==> config.mk <==
export PLATFORM = sky130hd
export DESIGN_NAME = fetch_queue
export DESIGN_NICKNAME = d
export VERILOG_FILES = /design/src/rtl/fetch_queue.sv
export SDC_FILE = /design/constraint.sdc
export NUM_CORES = 1
export LEC_CHECK = 0
export BUFFER_PORTS_ARGS = -buffer_cell sky130_fd_sc_hd__buf_2
export CORE_MARGIN = 5
export CORE_UTILIZATION = 45
export CTS_BUF_LIST = sky130_fd_sc_hd__clkbuf_4 sky130_fd_sc_hd__clkbuf_8
export DETAILED_ROUTE_END_ITERATION = 12
export GPL_TIMING_DRIVEN = 0
export PLACE_DENSITY = 0.63
export SLEW_MARGIN = 20
export SYNTH_ARGS = -nofsm -noshare
export SYNTH_HDL_FRONTEND = slang
export SYNTH_SLANG_ARGS = --single-unit
export TNS_END_PERCENT = 30
==> constraint.sdc <==
create_clock -name clk -period 8.9 [get_ports clk]
set_input_delay 0.445 -clock clk [delete_from_list [all_inputs] [get_ports clk]]
set_output_delay 0.445 -clock clk [all_outputs]
set_load 0.005 [all_outputs]
==> src/rtl/fetch_queue.sv <==
// Instruction-fetch front end: PC generator, 1-cycle synchronous icache interface
// and a DEPTH-entry instruction/PC queue drained by decode via valid/ready.
module fetch_queue #(
    parameter int              XLEN     = 32,
    parameter int              DEPTH    = 4,
    parameter logic [XLEN-1:0] RESET_PC = 32'h0000_2000
) (
    input  logic                         clk,
    input  logic                         reset,
    output logic [XLEN-1:0]              icache_addr,
    output logic                         icache_re,
    input  logic [31:0]                  icache_dout,
    input  logic                         stall,
    input  logic                         redirect_valid,
    input  logic [XLEN-1:0]              redirect_pc,
    output logic                         out_valid,
    input  logic                         out_ready,
    output logic [31:0]                  out_instr,
    output logic [XLEN-1:0]              out_pc,
    output logic [$clog2(DEPTH+1)-1:0]   count
);

    localparam int CW = $clog2(DEPTH + 1);
    localparam int PW = $clog2(DEPTH);
    localparam logic [CW:0]   DEPTH_W = DEPTH[CW:0];
    localparam logic [CW-1:0] FULL_C  = DEPTH[CW-1:0];

    logic [XLEN-1:0] fetch_pc_q, fetch_pc_d;
    logic            inflight_q, inflight_d;
    logic [XLEN-1:0] inflight_pc_q, inflight_pc_d;
    logic [PW-1:0]   head_q, head_d, tail_q, tail_d;
    logic [CW-1:0]   count_q, count_d;
    logic [31:0]     instr_q [DEPTH];
    logic [XLEN-1:0] pc_q    [DEPTH];

    logic        pop, push, issue;
    logic [CW:0] occ;

    assign out_valid   = (count_q != '0);
    assign out_instr   = instr_q[head_q];
    assign out_pc      = pc_q[head_q];
    assign count       = count_q;
    assign icache_addr = redirect_valid ? redirect_pc : fetch_pc_q;

    // Credit check counts the in-flight response, so a push can never find the queue full.
    assign pop   = out_valid & out_ready & ~stall;
    assign occ   = {1'b0, count_q} + (CW+1)'(inflight_q) - (CW+1)'(pop);
    assign issue = ~stall & (redirect_valid | (occ < DEPTH_W));
    assign push  = inflight_q & ~stall & ~redirect_valid;
    // Gated by reset so no request leaves the block while it is held in reset.
    assign icache_re = issue & reset;

    always_comb begin
        fetch_pc_d    = fetch_pc_q;
        inflight_d    = inflight_q;
        inflight_pc_d = inflight_pc_q;
        head_d        = head_q;
        tail_d        = tail_q;
        count_d       = count_q;
        if (!stall) begin
            if (issue) begin
                inflight_d    = 1'b1;
                inflight_pc_d = icache_addr;
                fetch_pc_d    = icache_addr + XLEN'(4);
            end else begin
                inflight_d    = 1'b0;
            end
            if (redirect_valid) begin
                count_d = '0;
                head_d  = tail_q;
            end else begin
                if (push) tail_d = tail_q + PW'(1);
                if (pop)  head_d = head_q + PW'(1);
                count_d = count_q + CW'(push) - CW'(pop);
            end
        end
    end

    always_ff @(posedge clk or negedge reset) begin
        if (!reset) begin
            fetch_pc_q    <= RESET_PC;
            inflight_q    <= 1'b0;
            inflight_pc_q <= '0;
            head_q        <= '0;
            tail_q        <= '0;
            count_q       <= '0;
            for (int i = 0; i < DEPTH; i++) begin
                instr_q[i] <= '0;
                pc_q[i]    <= '0;
            end
        end else begin
            fetch_pc_q    <= fetch_pc_d;
            inflight_q    <= inflight_d;
            inflight_pc_q <= inflight_pc_d;
            head_q        <= head_d;
            tail_q        <= tail_d;
            count_q       <= count_d;
            if (push) begin
                instr_q[tail_q] <= icache_dout;
                pc_q[tail_q]    <= inflight_pc_q;
            end
        end
    end

    always @(posedge clk) begin
        if (reset && push) assert (count_q != FULL_C);
    end

endmodule

### After elaboration in Yosys (flattened, before gate mapping)

Index checks and enable logic that the tools add are counted.

| cells by class | value |
|---|---|
| reductions and logical operators | 6 |
| mux-type cells | 15 |
| order comparisons | 4 |
| bitwise operators | 11 |
| $add $sub $neg | 7 |

Operator list:

| operator | number |
|---|---|
| bitwise mux 128 bit | 2 |
| two-way mux 32 bit | 6 |
| binary-select mux 32 bit (select 2 bit) | 2 |
| demux 32 bit (select 2 bit) | 1 |
| adder 32 x 3 -> 32 bit (second input constant) | 1 |
| AND 1 bit | 6 |
| >= comparator 3 bit (second input constant) | 2 |
| NOT 2 -> 3 bit | 2 |
| adder 2 x 1 -> 2 bit (second input constant) | 2 |
| adder 3 x 1 -> 4 bit | 1 |
| < comparator 4 x 3 -> 1 bit (second input constant) | 1 |
| two-way mux 2 bit | 2 |
| AND reduction 2 bit | 2 |
| subtractor 4 x 1 -> 4 bit | 1 |
| adder 3 x 1 -> 3 bit | 1 |
| < comparator 3 x 1 -> 1 bit (second input constant) | 1 |
| two-way mux 3 bit | 1 |
| AND reduction 3 bit | 1 |
| nonzero test 3 bit | 1 |
| subtractor 3 x 1 -> 3 bit | 1 |
| NOT 1 bit | 2 |
| nonzero test 2 bit | 1 |
| logical AND 1 bit | 1 |
| two-way mux 1 bit | 1 |
| bitwise OR 1 bit | 1 |

| word-level totals | value |
|---|---|
| logic and storage cells | 57 |
| input bits | 69 |
| register bits | 328 |

### Logic depth before layout (Yosys ltp)

Gate-level depths: netlist (run 1).

| depth | value |
|---|---|
| word-level depth | 8 |
| mapped depth | 14 |

### Least setup slack after synthesis (run 1)

Ideal clock, no wire load.

| path | value |
|---|---|
| path type | register to output |
| from | register count_q[1], in the netlist count[1] |
| to | output port icache_re |
| setup slack | 5684 ps |
| data required time | 8455 ps |
| stages on the path, launching flop included | 11 |
| arrival time | 2771 ps |
| cell sequence | dfrtp_1 > or3_1 > and3b_1 > ha_1 > inv_1 > ha_1 > and3b_1 > o221a_2 > nor3_1 > clkbuf_1 > and2_1 |

| on the way | value |
|---|---|
| longest elaborated chain between the ends | 8 |

Ends and longest elaborated chain:

| element | line | text |
|---|---|---|
| start, declared | 32 | `logic [CW-1:0] count_q, count_d;` |
| start signal, assigned | 97 | `count_q <= count_d;` |
| nonzero test 3 bit | 39 | `assign out_valid = (count_q != '0);` |
| net out_valid | 16 | `output logic out_valid,` |
| AND 1 bit (2 in a row) | 46 | `assign pop = out_valid & out_ready & ~stall;` |
| subtractor 4 x 1 -> 4 bit | 47 | `assign occ = {1'b0, count_q} + (CW+1)'(inflight_q) - (CW+1)'(pop);` |
| < comparator 4 x 3 -> 1 bit | 48 | `assign issue = ~stall & (redirect_valid \| (occ < DEPTH_W));` |
| bitwise OR 1 bit | 48 |  |
| AND 1 bit | 48 |  |
| AND 1 bit | 51 | `assign icache_re = issue & reset;` |
| end, declared | 11 | `output logic icache_re,` |

The timed path passes the listed nets, and every way through them passes these cells.

### Worst setup path in the final report (run 1)

| path | value |
|---|---|
| from | register count_q[1], in the netlist count[1] |
| to | output port icache_re |

| on the way | value |
|---|---|
| longest elaborated chain between the ends | 8 |

Ends and longest elaborated chain:

| element | line |
|---|---|
| branches (longest 3 deep; another with adder 3 x 1 -> 4 bit) | n/a |
| subtractor 4 x 1 -> 4 bit (*) | 47 |
| < comparator 4 x 3 -> 1 bit (*) | 48 |
| bitwise OR 1 bit (*) | 48 |
| AND 1 bit (*) | 48 |
| AND 1 bit (*) | 51 |

Mark *: on every way between the ends.

==> impl_metrics.csv, run 1 <==
group,metric,value,unit
finish,syn_to_final_growth,18.43,%
clock_network,cts_made_buffers,55,
finish,stdcell_count,1803,
critical_path,crit_required,8460,ps
place,dp_hpwl,24760,um
timing,tns,0,ps
clock_network,cts_sinks,326,
die,rows,67,
synthesis,netlist_instances,1081,
clock_network,insertion_delay,610,ps
power,p_int,4.373,mW
synthesis,synth_edf_count,0,
outcome,status,"finished clean",
clock_network,cts-root-buf,"clkbuf_8",
die,initial_core_util,45.22,%
global_route,globalRouteTotalUtil,19.79,%
timing,fmax,219.6,MHz
clock_network,cts_max_level,2,
synthesis,yosysSeqAreaShare,54.22,%
finish,fin_nets,1389,
power,p_clk_share,23.5,%
place,portBuffers,167,
routing,drt_drc_violations_left,0,
synthesis,yosysWarningCount,0,
power,pwr-share-comb,35.5,%
synthesis,synth_top_area_share,54.04,%
global_route,antenna_found_initial,0,
routing,drt_iter0_markers,526,
hold_path,hold_path_class,"in2reg",
die,die_x,192.9,um
routing,drtAntennaViolNets,0,
synthesis,synth-main-ff-cell,"dfrtp_1",
die,fp.coreArea,0.03328,sq mm
clock_network,cts_resized,0,
place,place_congestion,0.9068,
synthesis,yosysTopAreaCell,"dfrtp_1",
clock_network,clk_pin_slew_worst_paths,60,ps
power,power,6.406,mW
critical_path,r2r_slack,5310,ps
clock_network,clockBufferDepth,3,
routing,num_vias,9718,
timing,finClkSkew,27.38,ps
timing,period_share,51.16,%
synthesis,async_flop_share,100.0,%
power,sw_frac_of_total,31.73,%
synthesis,avgSynthCellArea,13.92,sq um
critical_path,critical_path_class,"reg2out",
critical_path,r2r_cells,11,
finish,post-route-util,53.55,%
routing,wl,36180,um
power,powerDensity,359.4,mW/mm^2
timing,finalHoldViolations,0,
timing,tightest_slew,902.4,ps
routing,post_drt_wl_per_cell,20.07,um
place,dpl.cell_count,1699,
synthesis,syn-num-nets,1161,
synthesis,synth_cell_type_count,54,
power,power_switching,2.032,mW
synthesis,synth.cell_area,0.01505,sq mm
critical_path,cp_cell_sequence,"or3_1, and3b_1, ha_1, inv_1, ha_1, and3b_1, o221a_2, nor3_1, clkbuf_1, and2_1, buf_2",
critical_path,critPathMaxFanout,10,
critical_path,r2r-start,"count[1]$_DFFE_PN0N_",
die,io_pins,170,
critical_path,start_kind,"flip-flop",
timing,setup-violations-final,0,
critical_path,max_stage_delay,660,ps
routing,drt_first_pass_iters,5,
global_route,grt_max_degree,94,
hold_path,holdPathEnd,"instr_q[76]$_DFFE_PN0P_",
hold_path,hold_path_depth,2,
critical_path,r2r_end,"inflight_pc_q[22]$_DFFE_PN0P_",
die,dieArea,0.03720,sq mm
critical_path,cp-end-kind,"output pin",
finish,n_antenna_cell,0,
die,die_h,192.9,um
global_route,overflow,0,
timing,min_period,4553,ps
global_route,grt_pass1_wl,57700,um
timing,rsz0062_at_grt,"no",
hold_path,hp-start,"icache_dout[12]",
power,p_seq_share,41.0,%
synthesis,synthTopCellsByArea,"dfrtp_1 (54%), mux2_2 (20%), mux4_2 (9.6%), nand2_1 (2.7%), buf_2 (1.3%)",
power,vdd_drop_max,116.6,uV
clock_network,tritoncts,"done",
power,p_leak,8.239,nW
flow_run,maxCapViolCount,0,
global_route,grt_pass1_vias,10244,
synthesis,yosys_register_bits,326,
critical_path,arrival,4110,ps
timing,slew_violations,0,
timing,slew_headroom,39.84,%
routing,drt-vias-per-instance,5.390,
critical_path,critPathSlowestCell,"nor3_1",
finish,drive_above_1_share,48.56,%
-- what timing repair did --
item | 4_1_cts | 5_1_grt
setup buffers | 0 | 0
hold buffers | 1 | 0
endpoints found under the hold margin | 75 | 0
-- cells by family (layout without fill, tap and decap cells) --
| family | Yosys count | in the layout | synth area share (%) |
|---|---|---|---|
| multiplexers | 349 | 349 | 30.79 |
| buffers and inverters | 95 | 369 | 2.960 |
| AO/OA/AOI/OAI | 83 | 83 | 3.658 |
| adder cells (fa/ha/maj) | 11 | 11 | 0.9644 |
| flip-flops | 326 | 326 | 54.22 |
| AND/OR/NAND/NOR | 200 | 200 | 6.427 |
| XOR/XNOR | 17 | 17 | 0.9893 |
-- per-stage QoR --
step                      setup slack [ps]  area, sq um  hold slack [ps]
after CTS                             4252        17820            82.57
after floorplan                       5684        15050            149.4
after detailed placement              4949        16540            452.7
final                                 4347        17820            131.0
after global placement                1030        16450            457.7
after global routing                  4023        17820            88.65
-- layer usage --
metal | vias to the layer above | GRT usage, % | share of wire, %
met5 | - | 0 | 0
met4 | 0 | 4.827 | 2.0
met3 | 59 | 3.817 | 5.7
met2 | 280 | 31.05 | 47
met1 | 4949 | 28.62 | 46
li1 | 4430 | - | -
-- critical path, delay by kind of cell (launching register included) --
kind	cells	cell delay, ps
adder cells (fa/ha/maj)	2	420
AND/OR/NAND/NOR	5	1730
AO/OA/AOI/OAI	1	240
flip-flops	1	460
buffers and inverters	3	660
-- final cells by class --
class / instances / area, sq um
plain buffers: 66 / 336.6
clock buffers: 89 / 1087
clock inverters: 14 / 187.7
fillers: 2921 / 15460
inverters: 29 / 108.9
multi-input cells: 660 / 6445
flip-flops and latches: 326 / 8159
well taps: 448 / 560.5
repair buffers: 171 / 938.4
-- power groups by stage --
stage                     clock network (mW)  registers (mW)  logic, mW
after floorplan                            0            2.48       1.59
after global placement                     0            2.62       2.27
after detailed placement                   0            2.65       2.33
after CTS                               1.55            2.63       2.33
after global routing                    1.63            2.72       2.51
final                                   1.51            2.63       2.27
-- sequential cells by signal, indices dropped and copies added, names as in the netlist --
register,flops
count,3
fetch_pc_q,32
head_q,2
inflight_pc_q,30
inflight_q,1
instr_q,128
pc_q,128
tail_q,2
-- how the worst max path moves through the flow --
| stage | startpoint | endpoint | slack, ps | cells after the start |
|---|---|---|---|---|
| 6_report | count[1]$_DFFE_PN0N_ | icache_re | 4350 | 11 |
| 5_1_grt | count[1]$_DFFE_PN0N_ | icache_re | 4020 | 11 |
| 4_1_cts | count[1]$_DFFE_PN0N_ | icache_re | 4250 | 11 |
| 3_5_place_dp | count[1]$_DFFE_PN0N_ | icache_re | 4950 | 11 |
| 3_3_place_gp | reset | pc_q[37]$_DFFE_PN0P_ | 1030 | 1 |
| 2_1_floorplan | count[1]$_DFFE_PN0N_ | icache_re | 5680 | 10 |
-- Yosys cell counts (3+ instances only) --
| cell type | instances |
|---|---|
| and3_1 | 7 |
| nor4_1 | 3 |
| or4_1 | 5 |
| nand3_1 | 20 |
| a22oi_1 | 6 |
| mux4_2 | 64 |
| clkbuf_1 | 16 |
| mux2i_1 | 14 |
| ha_1 | 10 |
| xor2_1 | 5 |
| nand4_1 | 9 |
| nor2_1 | 12 |
| a32oi_1 | 3 |
| a21oi_1 | 6 |
| mux2_2 | 271 |
| o31ai_1 | 8 |
| xnor2_1 | 12 |
| or3_1 | 5 |
| o21ai_0 | 32 |
| buf_4 | 3 |
| nand2_1 | 108 |
| nand3b_1 | 9 |
| nand4b_1 | 6 |
| buf_6 | 4 |
| o21a_1 | 3 |
| dfrtp_1 | 325 |
| buf_1 | 5 |
| nor3_1 | 5 |
| buf_2 | 38 |
| inv_1 | 29 |
| o211ai_1 | 6 |
-- placed cells by master (no fill, tap or decap), types with 7 or more instances in the layout --
cell,instances
nand3b_1,9
nand4_1,9
o21ai_0,32
mux4_2,64
clkbuf_8,67
buf_2,204
ha_1,10
inv_1,29
o31ai_1,8
mux2i_1,14
mux2_2,271
clkbuf_1,16
clkbuf_4,22
nand3_1,20
dfrtp_1,325
nand2_1,108
and3_1,7
nor2_1,12
xnor2_1,12
Note: power is estimated with default switching activity, not from simulation.
==> run 2: changes to the inputs <==
- ABC_AREA: default -> 1
- clock period: 8.9 -> 4.4 ns (I/O delays scaled with it)
==> run 2 against run 1 <==
  * Register-to-register slack worse by 3800 ps
  * Wire length is 23% higher
  * Worst setup slack worse by 3400 ps
  * Core utilization up 0.29 points
  * Clock skew is 11 ps lower
  * Flip-flop and latch count unchanged
==> impl_metrics.csv, run 2 <==
group,metric,value,unit
place,placed_cell_area,0.01654,sq mm
synthesis,synth.cell_area,0.01504,sq mm
routing,drt_first_pass_iters,5,
synthesis,syn-num-nets,1902,
outcome,status,"finished clean",
die,io_pins,170,
finish,syn_to_final_growth,19.18,%
critical_path,critPathMaxFanout,10,
die,initial_core_util,45.18,%
flow_run,maxCapViolCount,0,
die,dieArea,0.03717,sq mm
power,p_int,7.670,mW
finish,fillers,3244,
routing,post_drt_wl_per_cell,17.42,um
synthesis,netlist_instances,1822,
synthesis,yosysMostFrequentCell,"nand2_1",
place,dpl.cell_count,2442,
synthesis,synth_edf_count,0,
synthesis,avgSynthCellArea,8.253,sq um
synthesis,yosysTopAreaCell,"dfrtp_1",
critical_path,cp-end-kind,"output pin",
critical_path,crit_required,4180,ps
timing,setup-violations-final,0,
routing,drt_iter0_markers,997,
routing,drt-vias-per-instance,5.215,
clock_network,cts-root-buf,"clkbuf_8",
critical_path,arrival,3220,ps
clock_network,cts_made_buffers,54,
synthesis,synthTopCellsByArea,"dfrtp_1 (54%), o21ai_0 (14%), nand2_1 (12%), nor2_1 (4.0%), o22ai_1 (2.7%)",
timing,slew_headroom,52.94,%
critical_path,start_kind,"flip-flop",
clock_network,insertion_delay,580,ps
clock_network,cts_sinks,326,
global_route,globalRouteTotalUtil,24.19,%
routing,num_vias,13355,
timing,min_period,3442,ps
power,vdd_drop_max,243.9,uV
synthesis,yosysWarningCount,0,
timing,slew_violations,0,
synthesis,synth_top_area_share,54.09,%
timing,finalHoldViolations,0,
global_route,grt_pass1_wl,71560,um
global_route,antenna_found_initial,0,
power,powerDensity,715.4,mW/mm^2
timing,finClkSkew,16.24,ps
power,sw_frac_of_total,40.18,%
place,place_congestion,0.8505,
die,die_h,192.8,um
power,p_leak,8.744,nW
routing,drt_drc_violations_left,0,
clock_network,cts_resized,0,
synthesis,yosys_register_bits,326,
timing,tightest_slew,706.0,ps
synthesis,yosysSeqAreaShare,54.26,%
finish,mostFrequentLayoutCells,"nand2_1 (490), o21ai_0 (420), dfrtp_1 (325)",
finish,fin_nets,2166,
power,pwr-share-comb,40.6,%
global_route,grt_pass1_vias,13508,
power,p_seq_share,39.2,%
die,rows,67,
die,die_x,192.8,um
timing,period_share,78.22,%
routing,drtAntennaViolNets,0,
synthesis,synth_cell_type_count,34,
timing,fmax,290.6,MHz
finish,drive_above_1_share,17.42,%
clock_network,clk_pin_slew_worst_paths,60,ps
hold_path,hold_path_class,"in2reg",
clock_network,clockBufferDepth,3,
routing,wl,44610,um
finish,stdcell_count,2561,
finish,n_antenna_cell,0,
finish,reg_top3,"instr_q x128, pc_q x128, fetch_pc_q x32",
clock_network,tritoncts,"done",
global_route,overflow,0,
critical_path,critical_path_class,"reg2out",
global_route,grt_max_degree,101,
finish,post-route-util,53.85,%
power,p_clk_share,20.2,%
die,fp.coreArea,0.03328,sq mm
finish,fin_area,0.01792,sq mm
finish,final_common_cell,"nand2_1",
synthesis,synth-main-ff-cell,"dfrtp_1",
timing,rsz0062_at_grt,"no",
power,power_switching,5.151,mW
synthesis,async_flop_share,100.0,%
place,dp_hpwl,30160,um
place,portBuffers,169,
clock_network,cts_max_level,2,
synthesis,yosys-top-cells-count,"nand2_1 (490), o21ai_0 (420), dfrtp_1 (325), nor2_1 (161), inv_1 (104)",
run 2: cell count changes in the layout (fill, tap and decap cells not counted), sizes merged, moves of 64 or more:
cell | before | now
o21ai | 32 | 434
mux4 | 64 | 0
nor2 | 12 | 178
inv | 32 | 107
nand2 | 108 | 523
mux2 | 271 | 0
run 2: cell type report:
| type | count | area, sq um | area share [%] |
|---|---|---|---|
| flip-flops and latches | 326 | 8159 | 45.53 |
| multi-input cells | 1271 | 5933 | 33.11 |
| repair buffers | 208 | 1299 | 7.247 |
| clock buffers | 80 | 1007 | 5.620 |
| well taps | 448 | 560.5 | 3.128 |
| plain buffers | 117 | 539.3 | 3.009 |
| inverters | 108 | 405.4 | 2.262 |
| clock inverters | 3 | 17.52 | 0.09775 |
run 2: cells by family after synthesis:
group / after synthesis / synth area share (%)
AO/OA/AOI/OAI: 512 / 17.81
adder cells (fa/ha/maj): 11 / 0.9652
flip-flops: 326 / 54.26
XOR/XNOR: 6 / 0.3495
buffers and inverters: 225 / 6.282
AND/OR/NAND/NOR: 742 / 20.34
run 2: final timing paths:
check / start / end / slack (ps) / cells past startpoint
worst max-delay path: count[1]$_DFFE_PN0N_ / icache_re / 960 / 17
worst min-delay path: redirect_pc[8] / inflight_pc_q[8]$_DFFE_PN0P_ / 40 / 5
worst max register to register: count[1]$_DFFE_PN0N_ / inflight_pc_q[28]$_DFFE_PN0P_ / 1520 / 16
worst min register to register: fetch_pc_q[3]$_DFFE_PN0P_ / fetch_pc_q[3]$_DFFE_PN0P_ / 470 / 2
max in group asynchronous: reset / inflight_pc_q[6]$_DFFE_PN0P_ / 2970 / 4
min in group asynchronous: reset / instr_q[10]$_DFFE_PN0P_ / 150 / 2
run 2: critical path: stages (launching register included):
cell and delay [ps]:
dfrtp_1 430, inv_1 100, nand3_1 100, nand2_1 60, inv_1 70, nand2_1 70
inv_1 90, ha_1 140, inv_1 40, ha_1 260, nand2_1 90, nand2_1 50
nand2_1 50, nand2_1 80, a21boi_2 470, buf_2 360, nor2_1 60, buf_2 130
run 2: per-layer routing:
layer,track usage (%),part of all wire (%),up-vias
met5,0,0,-
met4,6.281,2.2,0
met3,4.703,7.3,77
met2,40.09,47,469
met1,32.75,43,6328
li1,-,-,6481
run 2: timing repair:
item,4_1_cts,5_1_grt
hold buffers,36,0
endpoints found under the setup margin,0,0
endpoints found under the hold margin,178,0
buffers inserted,0,0
run 2: power by group through the flow:
stage          registers, mW  clock network, mW  logic, mW
6_report                5.02               2.59       5.20
5_1_grt                 5.18               2.79       5.95
4_1_cts                 5.01               2.66       5.26
3_5_place_dp            5.04                  0       5.22
3_3_place_gp            5.01                  0       5.10
2_1_floorplan           4.87                  0       3.23
run 2: per-stage QoR:
stage	worst slack (ps)	setup TNS (ps)	power [mW]	hold slack, ps
after floorplan	2171	0	8.096	-75.59
after global placement	-3207	-1031420	10.11	460.7
after detailed placement	1466	0	10.26	166.1
after CTS	882.1	0	12.93	8.506
after global routing	678.2	0	13.92	40.74
final	958.4	0	12.82	35.35
==> run 3: changes to the inputs <==
- PLACE_DENSITY: 0.63 -> 0.65
- clock period: 4.4 -> 3.02 ns (I/O delays scaled with it)
==> run 3 against run 2 <==
  * Combinational power increased by 50%
  * Critical path type unchanged
  * Global-route usage increased by 0.22 points
  * Largest cell class unchanged
  * Worst hold slack gained 12 ps
  * Worst setup slack got worse by 830 ps
==> impl_metrics.csv, run 3 (synthesized netlist as in run 2, its figures left out) <==
group,metric,value,unit
finish,syn_to_final_growth,22.49,%
clock_network,clk_pin_slew_worst_paths,60,ps
critical_path,r2r_slack,440,ps
global_route,grt_pass1_wl,72220,um
critical_path,r2r_end,"fetch_pc_q[31]$_DFFE_PN0P_",
routing,drtAntennaViolNets,0,
routing,drt-vias-per-instance,5.249,
power,p_seq_share,38.1,%
routing,drt_drc_violations_left,0,
routing,post_drt_wl_per_cell,17.32,um
critical_path,cp_cell_sequence,"inv_2, nand3_2, nand2_1, inv_2, nand2_2, inv_1, ha_1, inv_2, ha_4, nand2_2, nand2_1, nand2_1, nand2_2, a21boi_4, buf_6, nor2_1, buf_2",
hold_path,holdPathEnd,"inflight_pc_q[4]$_DFFE_PN0P_",
finish,reg_top3,"instr_q x128, pc_q x128, fetch_pc_q x32",
hold_path,hold_path_depth,5,
routing,wl,45150,um
critical_path,r2r_cells,17,
critical_path,critPathMaxFanout,7,
power,p_int,11.56,mW
die,initial_core_util,45.18,%
clock_network,cts_max_level,2,
critical_path,cp-end-kind,"output pin",
power,power_switching,7.733,mW
critical_path,max_stage_delay,410,ps
clock_network,tritoncts,"done",
critical_path,arrival,2740,ps
die,dieArea,0.03717,sq mm
critical_path,start_kind,"flip-flop",
die,io_pins,170,
power,pwr-share-comb,40.4,%
timing,finClkSkew,20.22,ps
routing,drt_first_pass_iters,5,
clock_network,cts-root-buf,"clkbuf_8",
critical_path,critPathSlowestCell,"dfrtp_1",
global_route,grt_max_degree,93,
hold_path,hold_path_class,"in2reg",
die,fp.coreArea,0.03328,sq mm
finish,fin_nets,2196,
power,powerDensity,1047,mW/mm^2
hold_path,hp-start,"redirect_pc[4]",
outcome,status,"finished clean",
global_route,grt_util_met3,4.468,%
global_route,antenna_found_initial,1,
finish,mostFrequentLayoutCells,"nand2_1 (487), o21ai_0 (420), dfrtp_1 (324)",
routing,num_vias,13684,
critical_path,crit_required,2870,ps
power,sw_frac_of_total,40.09,%
die,die_x,192.8,um
flow_run,maxCapViolCount,0,
timing,fmax,346.4,MHz
global_route,use_met1,32.58,%
timing,min_period,2887,ps
global_route,globalRouteTotalUtil,24.41,%
timing,post-route-worst-setup-slack,133.0,ps
routing,drt_iter0_markers,987,
power,vdd_drop_max,397.2,uV
timing,slew_violations,0,
clock_network,cts_sinks,326,
clock_network,cts_made_buffers,56,
power,p_leak,9.032,nW
place,place_congestion,0.8575,
timing,setup-violations-final,0,
critical_path,critical_path_class,"reg2out",
power,p_clk_share,21.5,%
clock_network,insertion_delay,600,ps
clock_network,clockBufferDepth,3,
die,die_h,192.8,um
global_route,met2_usage,40.56,%
place,pre_cts_slack,39.97,ps
timing,finalHoldViolations,0,
place,portBuffers,169,
finish,final_common_cell,"nand2_1",
timing,tns,0,ps
timing,slew_headroom,58.32,%
critical_path,r2r-start,"count[2]$_DFFE_PN0N_",
finish,drive_above_1_share,19.64,%
timing,period_share,95.60,%
finish,fin_area,0.01842,sq mm
global_route,grt_pass1_vias,13801,
die,rows,67,
timing,tightest_slew,625.2,ps
place,dp_hpwl,30190,um
place,placed_cell_area,0.01654,sq mm
global_route,overflow,0,
finish,n_antenna_cell,0,
global_route,grt_busiest_layer,"met2",
[run 3: changes by cell type in the layout (fill, tap and decap cells not counted), moves of 3 or more]
cell	before	now
inv_1	104	99
clkinv_2	2	11
clkbuf_1	61	45
nand2_1	490	487
dlygate4sd3_1	36	55
buf_4	3	13
clkbuf_2	3	18
inv_2	3	7
nand2_2	26	29
clkbuf_8	65	73
[run 3: per-layer routing]
metal  part of all wire, %  routed length, um  vias to the layer above
met5                 0.016                  7                        -
met3                   7.5               3395                       90
li1                      -                  -                     6548
met1                    43              19240                     6520
met4                   2.8               1263                        2
met2                    47              21250                      524
[run 3: worst max path at each step]
| stage | from | end | slack, ps | cells after the start |
|---|---|---|---|---|
| 6_report | count[2]$_DFFE_PN0N_ | icache_re | 130 | 17 |
| 5_1_grt | count[2]$_DFFE_PN0N_ | icache_re | -20 | 17 |
| 4_1_cts | count[2]$_DFFE_PN0N_ | icache_re | -50 | 17 |
| 3_5_place_dp | count[1]$_DFFE_PN0N_ | fetch_pc_q[0]$_DFFE_PN0P_ | 40 | 16 |
| 3_3_place_gp | reset | fetch_pc_q[3]$_DFFE_PN0P_ | -4340 | 1 |
| 2_1_floorplan | count[1]$_DFFE_PN0N_ | fetch_pc_q[0]$_DFFE_PN0P_ | 850 | 16 |
[run 3: power by group through the flow]
stage               Clock [mW]  Sequential (mW)  Combinational [mW]
detailed placement           0             7.34                7.61
CTS                       4.25             7.30                7.75
global placement             0             7.30                7.41
finish                    4.16             7.35                7.79
floorplan                    0             7.09                4.70
global route              4.44             7.56                8.90
[run 3: critical path: cells and delay by family (launching register included)]
family,cells,cell delay [ps]
flip-flops,1,410
AO/OA/AOI/OAI,1,240
adder cells (fa/ha/maj),2,370
AND/OR/NAND/NOR,8,570
buffers and inverters,6,560
[run 3: layout make-up]
cell class                      instances  area [sq um]
Buffer                                116         561.8
Clock buffer                           87          1110
Clock inverter                         14         82.58
Fill cell                            3170         14860
Inverter                              108         407.9
Multi-Input combinational cell       1271          5972
Sequential cell                       326          8160
Tap cell                              448         560.5
Timing Repair Buffer                  237          1564
[run 3: per-stage QoR]
step / util, % / instances / hold WS (ps) / power (mW)
detailed placement: 49.69 / 2442 / 127.7 / 14.96
global placement: 49.41 / 2439 / 450.1 / 14.72
global route: 55.34 / 2607 / 64.05 / 20.89
floorplan: - / 1822 / -144.6 / 11.80
finish: 55.34 / 2607 / 47.57 / 19.29
CTS: 55.05 / 2599 / 4.378 / 19.30
[run 3: what timing repair did]
action	CTS	global route
setup endpoints to repair	34	61
buffers inserted	1	9
hold buffers	55	0
cloned	0	0
gates resized for setup	16	22
endpoints found under the hold margin	264	0
pin swaps	1	4
